===== src/rtl/cla_seq_adder_ctrl_pkg.sv =====
// Shared types and constants for the nibble-serial CLA add/subtract sequencer.
package cla_seq_adder_ctrl_pkg;

  localparam int unsigned NIBBLE_W = 4;

  typedef enum logic [1:0] {
    IDLE,
    RUN,
    DONE
  } state_e;

  // Nibble index width; never narrower than one bit so WIDTH=4 still has an index.
  function automatic int unsigned idx_w(input int unsigned nibbles);
    return (nibbles > 1) ? $clog2(nibbles) : 1;
  endfunction

endpackage


===== src/rtl/cla_seq_adder_ctrl_slice.sv =====
// Combinational 4-bit carry-lookahead slice: P/G generation, lookahead carries, nibble sum.
module cla4_slice (
  input  logic [3:0] a,
  input  logic [3:0] b,
  input  logic       c0,
  output logic [3:0] s,
  output logic [4:1] c
);

  logic [3:0] p;
  logic [3:0] g;

  always_comb begin
    p    = a ^ b;
    g    = a & b;
    c[1] = g[0] | (p[0] & c0);
    c[2] = g[1] | (p[1] & g[0]) | (p[1] & p[0] & c0);
    c[3] = g[2] | (p[2] & g[1]) | (p[2] & p[1] & g[0]) | (p[2] & p[1] & p[0] & c0);
    c[4] = g[3] | (p[3] & g[2]) | (p[3] & p[2] & g[1]) | (p[3] & p[2] & p[1] & g[0])
         | (p[3] & p[2] & p[1] & p[0] & c0);
    s    = p ^ {c[3:1], c0};
  end

endmodule


===== src/rtl/cla_seq_adder_ctrl.sv =====
// WIDTH-bit add/subtract sequencer reusing one 4-bit CLA slice, one nibble per cycle, LSB first.
module cla_seq_adder_ctrl
  import cla_seq_adder_ctrl_pkg::*;
#(
  parameter int unsigned WIDTH = 16
) (
  input  logic             clk,
  input  logic             rst,
  input  logic             in_valid,
  output logic             in_ready,
  input  logic [WIDTH-1:0] a,
  input  logic [WIDTH-1:0] b,
  input  logic             sub,
  input  logic             cin,
  output logic             out_valid,
  input  logic             out_ready,
  output logic [WIDTH-1:0] sum,
  output logic             cout,
  output logic             ovf
);

  localparam int unsigned NIBBLES = WIDTH / NIBBLE_W;
  localparam int unsigned IDX_W   = idx_w(NIBBLES);
  localparam logic [IDX_W-1:0] LAST_IDX = IDX_W'(NIBBLES - 1);

  state_e             state_q, state_d;
  logic [IDX_W-1:0]   idx_q, idx_d;
  logic [WIDTH-1:0]   a_q, a_d;
  logic [WIDTH-1:0]   b_q, b_d;
  logic [WIDTH-1:0]   sum_q, sum_d;
  logic               carry_q, carry_d;
  logic               cout_q, cout_d;
  logic               ovf_q, ovf_d;

  logic [3:0]         sl_s;
  logic [4:1]         sl_c;
  logic               last_pass;

  assign last_pass = (idx_q == LAST_IDX);

  cla4_slice u_slice (
    .a  (a_q[NIBBLE_W*idx_q +: NIBBLE_W]),
    .b  (b_q[NIBBLE_W*idx_q +: NIBBLE_W]),
    .c0 (carry_q),
    .s  (sl_s),
    .c  (sl_c)
  );

  always_ff @(posedge clk) begin
    if (rst) begin
      state_q <= IDLE;
      idx_q   <= '0;
      a_q     <= '0;
      b_q     <= '0;
      sum_q   <= '0;
      carry_q <= 1'b0;
      cout_q  <= 1'b0;
      ovf_q   <= 1'b0;
    end else begin
      state_q <= state_d;
      idx_q   <= idx_d;
      a_q     <= a_d;
      b_q     <= b_d;
      sum_q   <= sum_d;
      carry_q <= carry_d;
      cout_q  <= cout_d;
      ovf_q   <= ovf_d;
    end
  end

  always_comb begin
    state_d = state_q;
    case (state_q)
      IDLE:    if (in_valid)  state_d = RUN;
      RUN:     if (last_pass) state_d = DONE;
      DONE:    if (out_ready) state_d = IDLE;
      default: state_d = IDLE;
    endcase
  end

  // Subtract is folded in at acceptance: B is stored inverted and the carry seeded with 1.
  always_comb begin
    idx_d   = idx_q;
    a_d     = a_q;
    b_d     = b_q;
    sum_d   = sum_q;
    carry_d = carry_q;
    cout_d  = cout_q;
    ovf_d   = ovf_q;
    case (state_q)
      IDLE: begin
        if (in_valid) begin
          a_d     = a;
          b_d     = b ^ {WIDTH{sub}};
          carry_d = sub | cin;
          idx_d   = '0;
          sum_d   = '0;
        end
      end
      RUN: begin
        sum_d[NIBBLE_W*idx_q +: NIBBLE_W] = sl_s;
        carry_d = sl_c[4];
        idx_d   = idx_q + IDX_W'(1);
        if (last_pass) begin
          idx_d  = '0;
          cout_d = sl_c[4];
          ovf_d  = sl_c[3] ^ sl_c[4];
        end
      end
      default: ;
    endcase
  end

  always_comb begin
    in_ready  = (state_q == IDLE);
    out_valid = (state_q == DONE);
    sum       = sum_q;
    cout      = cout_q;
    ovf       = ovf_q;
  end

endmodule


===== config.mk =====
export PLATFORM = sky130hd
export DESIGN_NAME = cla_seq_adder_ctrl
export DESIGN_NICKNAME = d
export VERILOG_FILES = /design/src/rtl/cla_seq_adder_ctrl_pkg.sv /design/src/rtl/cla_seq_adder_ctrl_slice.sv /design/src/rtl/cla_seq_adder_ctrl.sv
export SDC_FILE = /design/constraint.sdc
export NUM_CORES = 1
export LEC_CHECK = 0
export CAP_MARGIN = 20
export CORE_MARGIN = 1
export CORE_UTILIZATION = 47
export CTS_BUF_LIST = sky130_fd_sc_hd__clkbuf_4
export DETAILED_ROUTE_END_ITERATION = 16
export GPL_ROUTABILITY_DRIVEN = 0
export PLACE_DENSITY_LB_ADDON = 0.2
export SYNTH_ARGS = -nofsm -noshare
export SYNTH_HDL_FRONTEND = slang
export SYNTH_SLANG_ARGS = --single-unit

===== constraint.sdc =====
create_clock -name clk -period 2.6 [get_ports clk]
set_input_delay 0.52 -clock clk [delete_from_list [all_inputs] [get_ports clk]]
set_output_delay 0.52 -clock clk [all_outputs]
set_load 0.1 [all_outputs]

==> results of run 1 <==
## how the worst max path moves through the flow
| stage | to | slack (ns) |
|---|---|---|
| 2_1_floorplan | sum[14] | 0.09 |
| 3_5_place_dp | sum[11] | 0.02 |
| 3_3_place_gp | sum[14] | 0.10 |
| 6_report | sum[11] | 0.21 |
| 4_1_cts | sum[7] | 0.008 |
| 5_1_grt | ovf | 0.01 |
## sequential cells by signal (all words and copies together) (netlist names)
| register | cells |
|---|---|
| b_q | 16 |
| cout | 1 |
| carry_q | 1 |
| sum | 16 |
| state_q | 2 |
| ovf | 1 |
| a_q | 16 |
| idx_q | 2 |
## stage by stage
| stage | setup WS, ns | total power (W) | util (%) | instances | hold slack (ns) |
|---|---|---|---|---|---|
| floorplan | 0.08968 | 0.001193 | - | 289 | 0.4331 |
| global placement | 0.1030 | 0.001309 | 61.02 | 400 | 0.4435 |
| global route | 0.009679 | 0.001763 | 62.13 | 408 | 0.4851 |
| CTS | 0.008229 | 0.001685 | 62.11 | 408 | 0.4675 |
| finish | 0.2074 | 0.001675 | 62.13 | 408 | 0.4678 |
| detailed placement | 0.01863 | 0.001315 | 61.02 | 400 | 0.4474 |
## power groups by stage
stage / Sequential [W] / Combinational, W / Clock (W)
after floorplan: 0.000952 / 0.000241 / 0
after global placement: 0.000943 / 0.000366 / 0
after detailed placement: 0.000943 / 0.000372 / 0
after CTS: 0.000925 / 0.000374 / 0.000387
after global routing: 0.000932 / 0.000410 / 0.000420
final: 0.000924 / 0.000371 / 0.000380
## area by class of cell
class	instances	area [um^2]	share of cell area, %
Clock buffer	6	45.04	1.376
Clock inverter	2	12.51	0.3821
Inverter	8	30.03	0.9171
Multi-Input combinational cell	205	1419	43.33
Sequential cell	55	1102	33.66
Tap cell	70	87.58	2.675
Timing Repair Buffer	62	578.1	17.65
## routing by layer
metal	track usage, %	vias to the layer above	share of wire (%)
met4	4.906	0	0.93
met3	4.524	6	5.6
met2	31.59	59	45
li1	-	1109	-
met5	0	-	0
met1	27.73	967	48
## critical path: stages, from the launching register on
cell and delay [ns]:
dfxtp_2 0.51, mux4_2 0.59, ha_1 0.35, a211o_1 0.30, a21oi_1 0.21, a211o_1 0.22
o21ai_0 0.10
## Yosys cell counts, drive strengths merged (3+ instances only)
cell type / number / area share (%)
nand3b: 5 / 1.4
o22ai: 3 / 0.71
a211oi: 18 / 5.1
buf: 11 / 2.8
nand2b: 3 / 0.71
clkbuf: 10 / 1.5
xnor2: 16 / 5.3
nor2: 38 / 5.4
a22oi: 9 / 2.5
a32oi: 4 / 1.3
a21oi: 21 / 4.0
inv: 8 / 1.1
dfxtp: 55 / 41
o21ai: 4 / 0.75
a211o: 3 / 0.99
nand2: 39 / 5.5
a21o: 4 / 1.1
ha: 9 / 4.2
mux4: 8 / 6.8
## cell families (layout without fill, tap and decap cells)
kind of cell | after synthesis | in the layout
mux | 8 | 8
flops | 55 | 55
buf+inv | 29 | 78
simple gates | 100 | 100
fa+ha+maj | 10 | 10
compound gates | 70 | 70
xor+xnor | 17 | 17
==> flow_metrics.py, run 1 <==
metrics = {
    "status": {
        "outcome": "finished clean",
    },
    "pwr": {
        "ir_drop_mv": 0.2730,
        "leakage_nw": 1.253,
        "net-switching-power_w": 0.0004974,
        "combPwrFrac_pct": 22.1,
        "p_clk_share_pct": 22.7,
        "p_int_w": 0.001177,
        "power_density_mw_per_mm2": 511.5,
        "switching_share_pct": 29.70,
        "seqPwrFrac_pct": 55.2,
    },
    "global_routing": {
        "grt_pass1_wl_mm": 9.660,
        "grtUsageTotal_pct": 20.08,
        "grt_pass1_vias": 2047,
        "grt_max_degree": 50,
        "antenna_found_initial": 0,
        "grt_overflow": 0,
    },
    "routing": {
        "drc": 0,
        "viasPerCell": 5.248,
        "drtAntennaViolNets": 0,
        "vias": 2141,
        "wl_per_cell_um": 13.51,
        "first_pass_iters": 4,
        "finalWirelength_mm": 5.512,
        "detail_route.iter0.violations": 108,
    },
    "finish": {
        "area_growth_pct": 23.39,
        "layout_commonest_cell": "dfxtp_1",
        "fin_area_mm2": 0.003274,
        "nFillCells": 474,
        "final_cell_mix": "dfxtp_1 (54), nand2_1 (39), nor2_1 (38)",
        "antenna_cells": 0,
        "layout-drive-gt1-share_pct": 14.50,
        "nets": 385,
    },
    "clock_network": {
        "cts.clk_slew.worst_paths_ns": 0.16,
        "cts-root-buf": "clkbuf_4",
        "postCtsHoldBufs": 0,
        "h-tree-depth": 2,
        "clockBufferDepth": 2,
        "cts_resized": 0,
        "post-cts-setup-buffer-count": 0,
        "cts_inserted_buffers": 5,
        "numClockSinks": 55,
        "cts_tree": "built",
        "clock_latency_ns": 0.38,
    },
    "sta": {
        "slew_headroom_pct": 53.66,
        "worstMarginPinSlew_ns": 0.6951,
        "fin_crit_sh_pct": 92.02,
        "period_minus_slack_ns": 2.393,
        "tns_ns": 0,
        "setup_viol": 0,
        "hold_viol_final": 0,
        "fmax_mhz": 418.0,
        "slew_violations": 0,
        "rsz0062_at_grt": "no",
        "finClkSkew_ns": 0.01795,
    },
    "worst_setup_path": {
        "r2r_slack_ns": 0.21,
        "cp_data_required_time_ns": 2.87,
        "reg2reg_from": "idx_q[0]",
        "cp-end-kind": "register",
        "critPathLaunchType": "register",
        "worst-path-max-fanout": 8,
        "reg2reg_to": "sum[11]",
        "startpoint": "idx_q[0]",
        "cp.arrival_ns": 2.66,
        "critPathKind": "reg -> reg",
        "worstRegToRegCells": 6,
    },
    "placed_design": {
        "io_buffer_count": 57,
        "dpl.hpwl_mm": 4.057,
        "placed_area_mm2": 0.003216,
    },
    "flow_run": {
        "maxCapViolations": 0,
    },
    "synthesis": {
        "ys_seq_area_share_pct": 41.49,
        "yosys_warnings": 0,
        "yosysUniqueCellTypes": 41,
        "synth_mux_area_share_pct": 6.789,
        "synth_nets": 337,
        "synth-edff-count": 0,
        "synth-compound-area-share_pct": 17.73,
        "synth-seq-cells": 55,
        "synth_fa_ha_area_share_pct": 4.998,
        "synth-async-reset-ratio_pct": 0,
        "syn_area_mm2": 0.002654,
        "synthXorXnorAreaFrac_pct": 5.611,
        "yosys.area_share.simple_pct": 18.01,
        "synth_top_family_by_area": "simple AND/OR/NAND/NOR gates",
        "syn_area_per_cell_um2": 9.183,
        "syn_inst": 289,
        "synth-main-ff-cell": "dfxtp_1",
    },
    "floorplan": {
        "dieArea_mm2": 0.005951,
        "coreArea_mm2": 0.005270,
        "chipHeight_um": 77.14,
        "start_util_pct": 50.36,
        "die_width_um": 77.14,
        "pin_count": 58,
        "rows": 26,
    },
    "hold_path": {
        "hold_path_startpoint": "a_q[5]",
        "min_path_cells": 2,
        "hold_path_end": "a_q[5]",
        "hold_path.class": "reg -> reg",
    },
}
(Power assumes the default switching activity.)
==> inputs of run 2 (changes only) <==
--- a/config.mk
+++ b/config.mk
@@ -6,7 +6,7 @@
 export NUM_CORES = 1
 export LEC_CHECK = 0
 export CAP_MARGIN = 20
-export CORE_MARGIN = 1
+export CORE_MARGIN = 2
 export CORE_UTILIZATION = 47
 export CTS_BUF_LIST = sky130_fd_sc_hd__clkbuf_4
 export DETAILED_ROUTE_END_ITERATION = 16
==> run 2 against run 1 <==
Flip-flop and latch count is the same. Worst hold slack lost 0.0016 ns. Global-route usage shrank 1.7 points. Via count grew 0.93%. Combinational power is essentially flat. Final cell count grew 0.74%. First-iteration DRC count shrank 9.3%. Clock-buffer cell count shrank 1. Largest cell class unchanged. Highest routed layer unchanged.
==> flow_metrics.py, run 2 (synthesis gave the netlist of run 1 again) <==
metrics = {
    "status": {
        "outcome": "finished clean",
    },
    "pwr": {
        "power_density_mw_per_mm2": 535.3,
        "ir_drop_mv": 0.2609,
        "leakage_nw": 1.268,
        "power_w": 0.001770,
    },
    "clock_network": {
        "numClockSinks": 55,
        "h-tree-depth": 2,
        "cts_tree": "built",
        "cts_resized": 0,
        "clock_latency_ns": 0.38,
        "cts_inserted_buffers": 5,
        "postCtsHoldBufs": 0,
        "cts-root-buf": "clkbuf_4",
        "clockBufferDepth": 2,
        "cts.clk_slew.worst_paths_ns": 0.16,
        "post-cts-setup-buffer-count": 0,
    },
    "floorplan": {
        "coreArea_mm2": 0.005473,
        "chipHeight_um": 79.14,
        "rows": 27,
        "dieArea_mm2": 0.006263,
        "pin_count": 58,
        "start_util_pct": 48.49,
        "die_width_um": 79.14,
    },
    "global_routing": {
        "grtUsageTotal_pct": 18.37,
        "grt_pass1_wl_mm": 9.073,
        "grt_max_degree": 46,
        "met2_usage_pct": 30.68,
        "grt_use_met1_pct": 23.98,
        "busiest_layer": "met2",
        "antenna_found_initial": 0,
        "grt_pass1_vias": 1985,
        "grt_use_met3_pct": 3.750,
        "grt_overflow": 0,
    },
    "sta": {
        "fin_crit_sh_pct": 91.98,
        "worstMarginPinSlew_ns": 0.6685,
        "finalWorstSetupSlack_ns": 0.2086,
        "tns_ns": 0,
        "finClkSkew_ns": 0.01311,
        "period_minus_slack_ns": 2.391,
        "fmax_mhz": 418.2,
        "slew_headroom_pct": 55.37,
        "slew_violations": 0,
        "rsz0062_at_grt": "no",
        "setup_viol": 0,
        "hold_viol_final": 0,
    },
    "worst_setup_path": {
        "worstRegToRegCells": 7,
        "cp-end-kind": "register",
        "cp.arrival_ns": 2.69,
        "cp_data_required_time_ns": 2.90,
        "cp_slowest_stage_delay_ns": 0.50,
        "reg2reg_to": "ovf",
        "reg2reg_from": "idx_q[0]",
        "critPathLaunchType": "register",
        "worst-path-max-fanout": 6,
        "r2r_slack_ns": 0.21,
        "critPathKind": "reg -> reg",
        "crit_chain": "buf_4 -> mux4_2 -> ha_1 -> o21a_1 -> a21oi_1 -> or3_1 -> a311oi_1",
        "slowest_stage": "mux4_2",
    },
    "finish": {
        "register_area_mm2": 0.001102,
        "nets": 386,
        "nFillCells": 505,
        "multi_input_area_mm2": 0.001419,
        "layout-drive-gt1-share_pct": 14.75,
        "antenna_cells": 0,
        "layout_commonest_cell": "dfxtp_1",
        "area_growth_pct": 24.61,
        "final_cell_mix": "dfxtp_1 (54), nand2_1 (39), nor2_1 (38)",
    },
    "flow_run": {
        "maxCapViolations": 0,
    },
    "routing": {
        "finalWirelength_mm": 5.529,
        "detail_route.iter0.violations": 98,
        "first_pass_iters": 4,
        "viasPerCell": 5.258,
        "wl_per_cell_um": 13.45,
        "drc": 0,
        "vias": 2161,
        "drtAntennaViolNets": 0,
    },
    "hold_path": {
        "hold_path_startpoint": "a_q[12]",
        "hold_path_end": "a_q[12]",
        "min_path_cells": 2,
        "hold_path.class": "reg -> reg",
    },
    "placed_design": {
        "dpl_worst_slack_ns": 0.1023,
        "io_buffer_count": 57,
        "dpl.hpwl_mm": 4.118,
    },
}
==> run 2: critical path: cells and delay by family (launching register included) <==
kind / cells / cell delay (ns)
AO/OA/AOI/OAI: 3 / 0.51
multiplexers: 1 / 0.50
flip-flops: 1 / 0.45
adder cells (fa/ha/maj): 1 / 0.36
AND/OR/NAND/NOR: 1 / 0.31
buffers and inverters: 1 / 0.17
==> run 2: power breakdown <==
| part | total, W | switching [W] | internal, W |
|---|---|---|---|
| clock network | 0.000474 | 0.000271 | 0.000204 |
| registers | 0.000923 | 0.0000340 | 0.000889 |
| logic | 0.000373 | 0.000199 | 0.000173 |
==> run 2: stage by stage <==
step	utilization (%)	cells	hold slack, ns	area (um^2)
after floorplan	-	289	0.4331	2656
after global placement	58.94	403	0.4461	3226
after detailed placement	58.94	403	0.4480	3226
after CTS	60.40	411	0.4675	3306
after global routing	60.43	411	0.4811	3307
final	60.43	411	0.4662	3307
==> run 2: how the worst max path moves through the flow <==
stage / slack (ns) / to / cells after the start / from
global placement: 0.18 / sum[14] / 7 / idx_q[0]
global route: 0.06 / ovf / 7 / idx_q[0]
floorplan: 0.09 / sum[14] / 7 / idx_q[0]
CTS: 0.06 / ovf / 7 / idx_q[0]
finish: 0.21 / ovf / 7 / idx_q[0]
detailed placement: 0.10 / ovf / 7 / idx_q[0]
==> run 2: metal layers <==
layer  up-vias  part of all wire, %
met3         8                  5.1
li1       1111                    -
met4         0                  1.4
met2        55                   47
met1       987                   46
met5         -                    0
==> run 2: area by class of cell <==
cell class / count / share of cell area, %
clock buffer: 5 / 1.135
clock inverter: 3 / 1.286
inverter: 8 / 0.9081
multi-input combinational: 205 / 42.91
sequential: 55 / 33.33
tap: 72 / 2.724
timing repair buffer: 63 / 17.71
==> inputs of run 3 (changes only) <==
--- a/config.mk
+++ b/config.mk
@@ -11,6 +11,7 @@
 export CTS_BUF_LIST = sky130_fd_sc_hd__clkbuf_4
 export DETAILED_ROUTE_END_ITERATION = 16
 export GPL_ROUTABILITY_DRIVEN = 0
+export MAX_ROUTING_LAYER = met4
 export PLACE_DENSITY_LB_ADDON = 0.2
 export SYNTH_ARGS = -nofsm -noshare
 export SYNTH_HDL_FRONTEND = slang
==> run 3 against run 2 <==
Core utilization unchanged. Largest power group unchanged. Sequential share of layout area unchanged. Combinational power about the same. Highest routed layer unchanged. Critical endpoint unchanged. Largest cell class unchanged.
==> flow_metrics.py, run 3 (synthesis gave the netlist of run 1 again) <==
metrics = {
    "flow_run": {
        "maxCapViolations": 0,
    },
    "finish": {
        "fin_area_mm2": 0.003307,
        "layout-drive-gt1-share_pct": 14.75,
        "area_growth_pct": 24.61,
        "nets": 386,
        "final_cell_mix": "dfxtp_1 (54), nand2_1 (39), nor2_1 (38)",
        "layout_commonest_cell": "dfxtp_1",
        "antenna_cells": 0,
        "utilization_pct": 60.43,
    },
    "worst_setup_path": {
        "crit_buf_inv": 1,
        "slowest_stage": "mux4_2",
        "cp_slowest_stage_delay_ns": 0.50,
        "reg2reg_from": "idx_q[0]",
        "crit_family": "compound AO/OA/AOI/OAI gates",
        "cp_num_cells": 7,
        "r2r_slack_ns": 0.21,
        "worstRegToRegCells": 7,
        "cp_data_required_time_ns": 2.90,
        "critPathLaunchType": "register",
        "cp.arrival_ns": 2.69,
        "crit_chain": "buf_4 -> mux4_2 -> ha_1 -> o21a_1 -> a21oi_1 -> or3_1 -> a311oi_1",
        "cp-end-kind": "register",
        "reg2reg_to": "ovf",
        "critPathKind": "reg -> reg",
        "worst-path-max-fanout": 6,
    },
    "floorplan": {
        "chipHeight_um": 79.14,
        "rows": 27,
        "pin_count": 58,
        "coreArea_mm2": 0.005473,
        "dieArea_mm2": 0.006263,
        "start_util_pct": 48.49,
        "die_width_um": 79.14,
    },
    "pwr": {
        "power_density_mw_per_mm2": 535.7,
        "net-switching-power_w": 0.0005054,
        "leakage_nw": 1.268,
        "ir_drop_mv": 0.2607,
        "seqPwrFrac_pct": 52.1,
        "switching_share_pct": 28.53,
        "p_int_w": 0.001266,
        "p_clk_share_pct": 26.8,
        "combPwrFrac_pct": 21.0,
    },
    "sta": {
        "hold_ws_ns": 0.4662,
        "period_minus_slack_ns": 2.388,
        "hold_viol_final": 0,
        "worstMarginPinSlew_ns": 0.6773,
        "rsz0062_at_grt": "no",
        "setup_viol": 0,
        "finalWorstSetupSlack_ns": 0.2123,
        "slew_violations": 0,
        "slew_headroom_pct": 54.84,
        "fin_crit_sh_pct": 91.83,
        "tns_ns": 0,
        "finClkSkew_ns": 0.01029,
        "fmax_mhz": 418.8,
    },
    "placed_design": {
        "dpl_worst_slack_ns": 0.1023,
        "io_buffer_count": 57,
        "dpl.hpwl_mm": 4.118,
        "placed_area_mm2": 0.003226,
    },
    "clock_network": {
        "h-tree-depth": 2,
        "cts.clk_slew.worst_paths_ns": 0.16,
        "cts_inserted_buffers": 5,
        "postCtsHoldBufs": 0,
        "clockBufferDepth": 2,
        "clock_latency_ns": 0.38,
        "cts-root-buf": "clkbuf_4",
        "cts_tree": "built",
        "numClockSinks": 55,
    },
    "routing": {
        "viasPerCell": 5.273,
        "drtAntennaViolNets": 0,
        "wl_per_cell_um": 13.49,
        "drc": 0,
        "vias": 2167,
        "detail_route.iter0.violations": 88,
        "first_pass_iters": 4,
        "finalWirelength_mm": 5.544,
    },
    "global_routing": {
        "grt_max_degree": 46,
        "grt_pass1_vias": 1982,
        "grt_pass1_wl_mm": 9.066,
        "grt_overflow": 0,
        "grtUsageTotal_pct": 18.87,
        "antenna_found_initial": 0,
    },
    "hold_path": {
        "hold_path_end": "a_q[12]",
        "min_path_cells": 2,
        "hold_path_startpoint": "a_q[12]",
        "hold_path.class": "reg -> reg",
    },
    "status": {
        "outcome": "finished clean",
    },
}
-- run 3: cell counts in the layout (fill, tap and decap cells not counted) --
Identical to the previous run, type by type.
-- run 3: cell type report --
cell class	count	area, um^2
fillers	505	2166
multi-input cells	205	1419
flip-flops and latches	55	1102
repair buffers	63	585.6
well taps	72	90.09
clock inverters	3	42.54
clock buffers	5	37.54
inverters	8	30.03
-- run 3: worst max-delay path by stage --
| stage | start | end | slack (ns) |
|---|---|---|---|
| 2_1_floorplan | idx_q[0] | sum[14] | 0.09 |
| 3_3_place_gp | idx_q[0] | sum[14] | 0.18 |
| 3_5_place_dp | idx_q[0] | ovf | 0.10 |
| 4_1_cts | idx_q[0] | ovf | 0.06 |
| 5_1_grt | idx_q[0] | ovf | 0.06 |
| 6_report | idx_q[0] | ovf | 0.21 |
-- run 3: per-layer routing --
metal / vias to the layer above / global-route usage, % / wire length [um]
li1: 1111 / - / -
met2: 55 / 30.68 / 2591
met1: 992 / 23.98 / 2592
met3: 9 / 3.750 / 272
met5: - / - / 0
met4: 0 / 5.517 / 87
-- run 3: through the flow --
stage	power (W)	cells
2_1_floorplan	0.001193	289
3_3_place_gp	0.001309	403
3_5_place_dp	0.001315	403
4_1_cts	0.001787	411
5_1_grt	0.001860	411
6_report	0.001771	411
-- run 3: what timing repair did --
item / in CTS / in global routing
gates resized for setup: 0 / 1
buffers inserted: 0 / 0
endpoints found under the setup margin: 0 / 6
-- run 3: tightest hold or removal path, cell delays in order, from the launching register on --
cell	delay [ns]
dfxtp_1	0.34
nand2_1	0.05
a21oi_1	0.05
-- run 3: power groups by stage --
stage	sequential [W]	clock, W	combinational, W
floorplan	0.000952	0	0.000241
global placement	0.000942	0	0.000367
detailed placement	0.000943	0	0.000373
CTS	0.000924	0.000488	0.000375
global route	0.000930	0.000520	0.000409
finish	0.000923	0.000476	0.000373
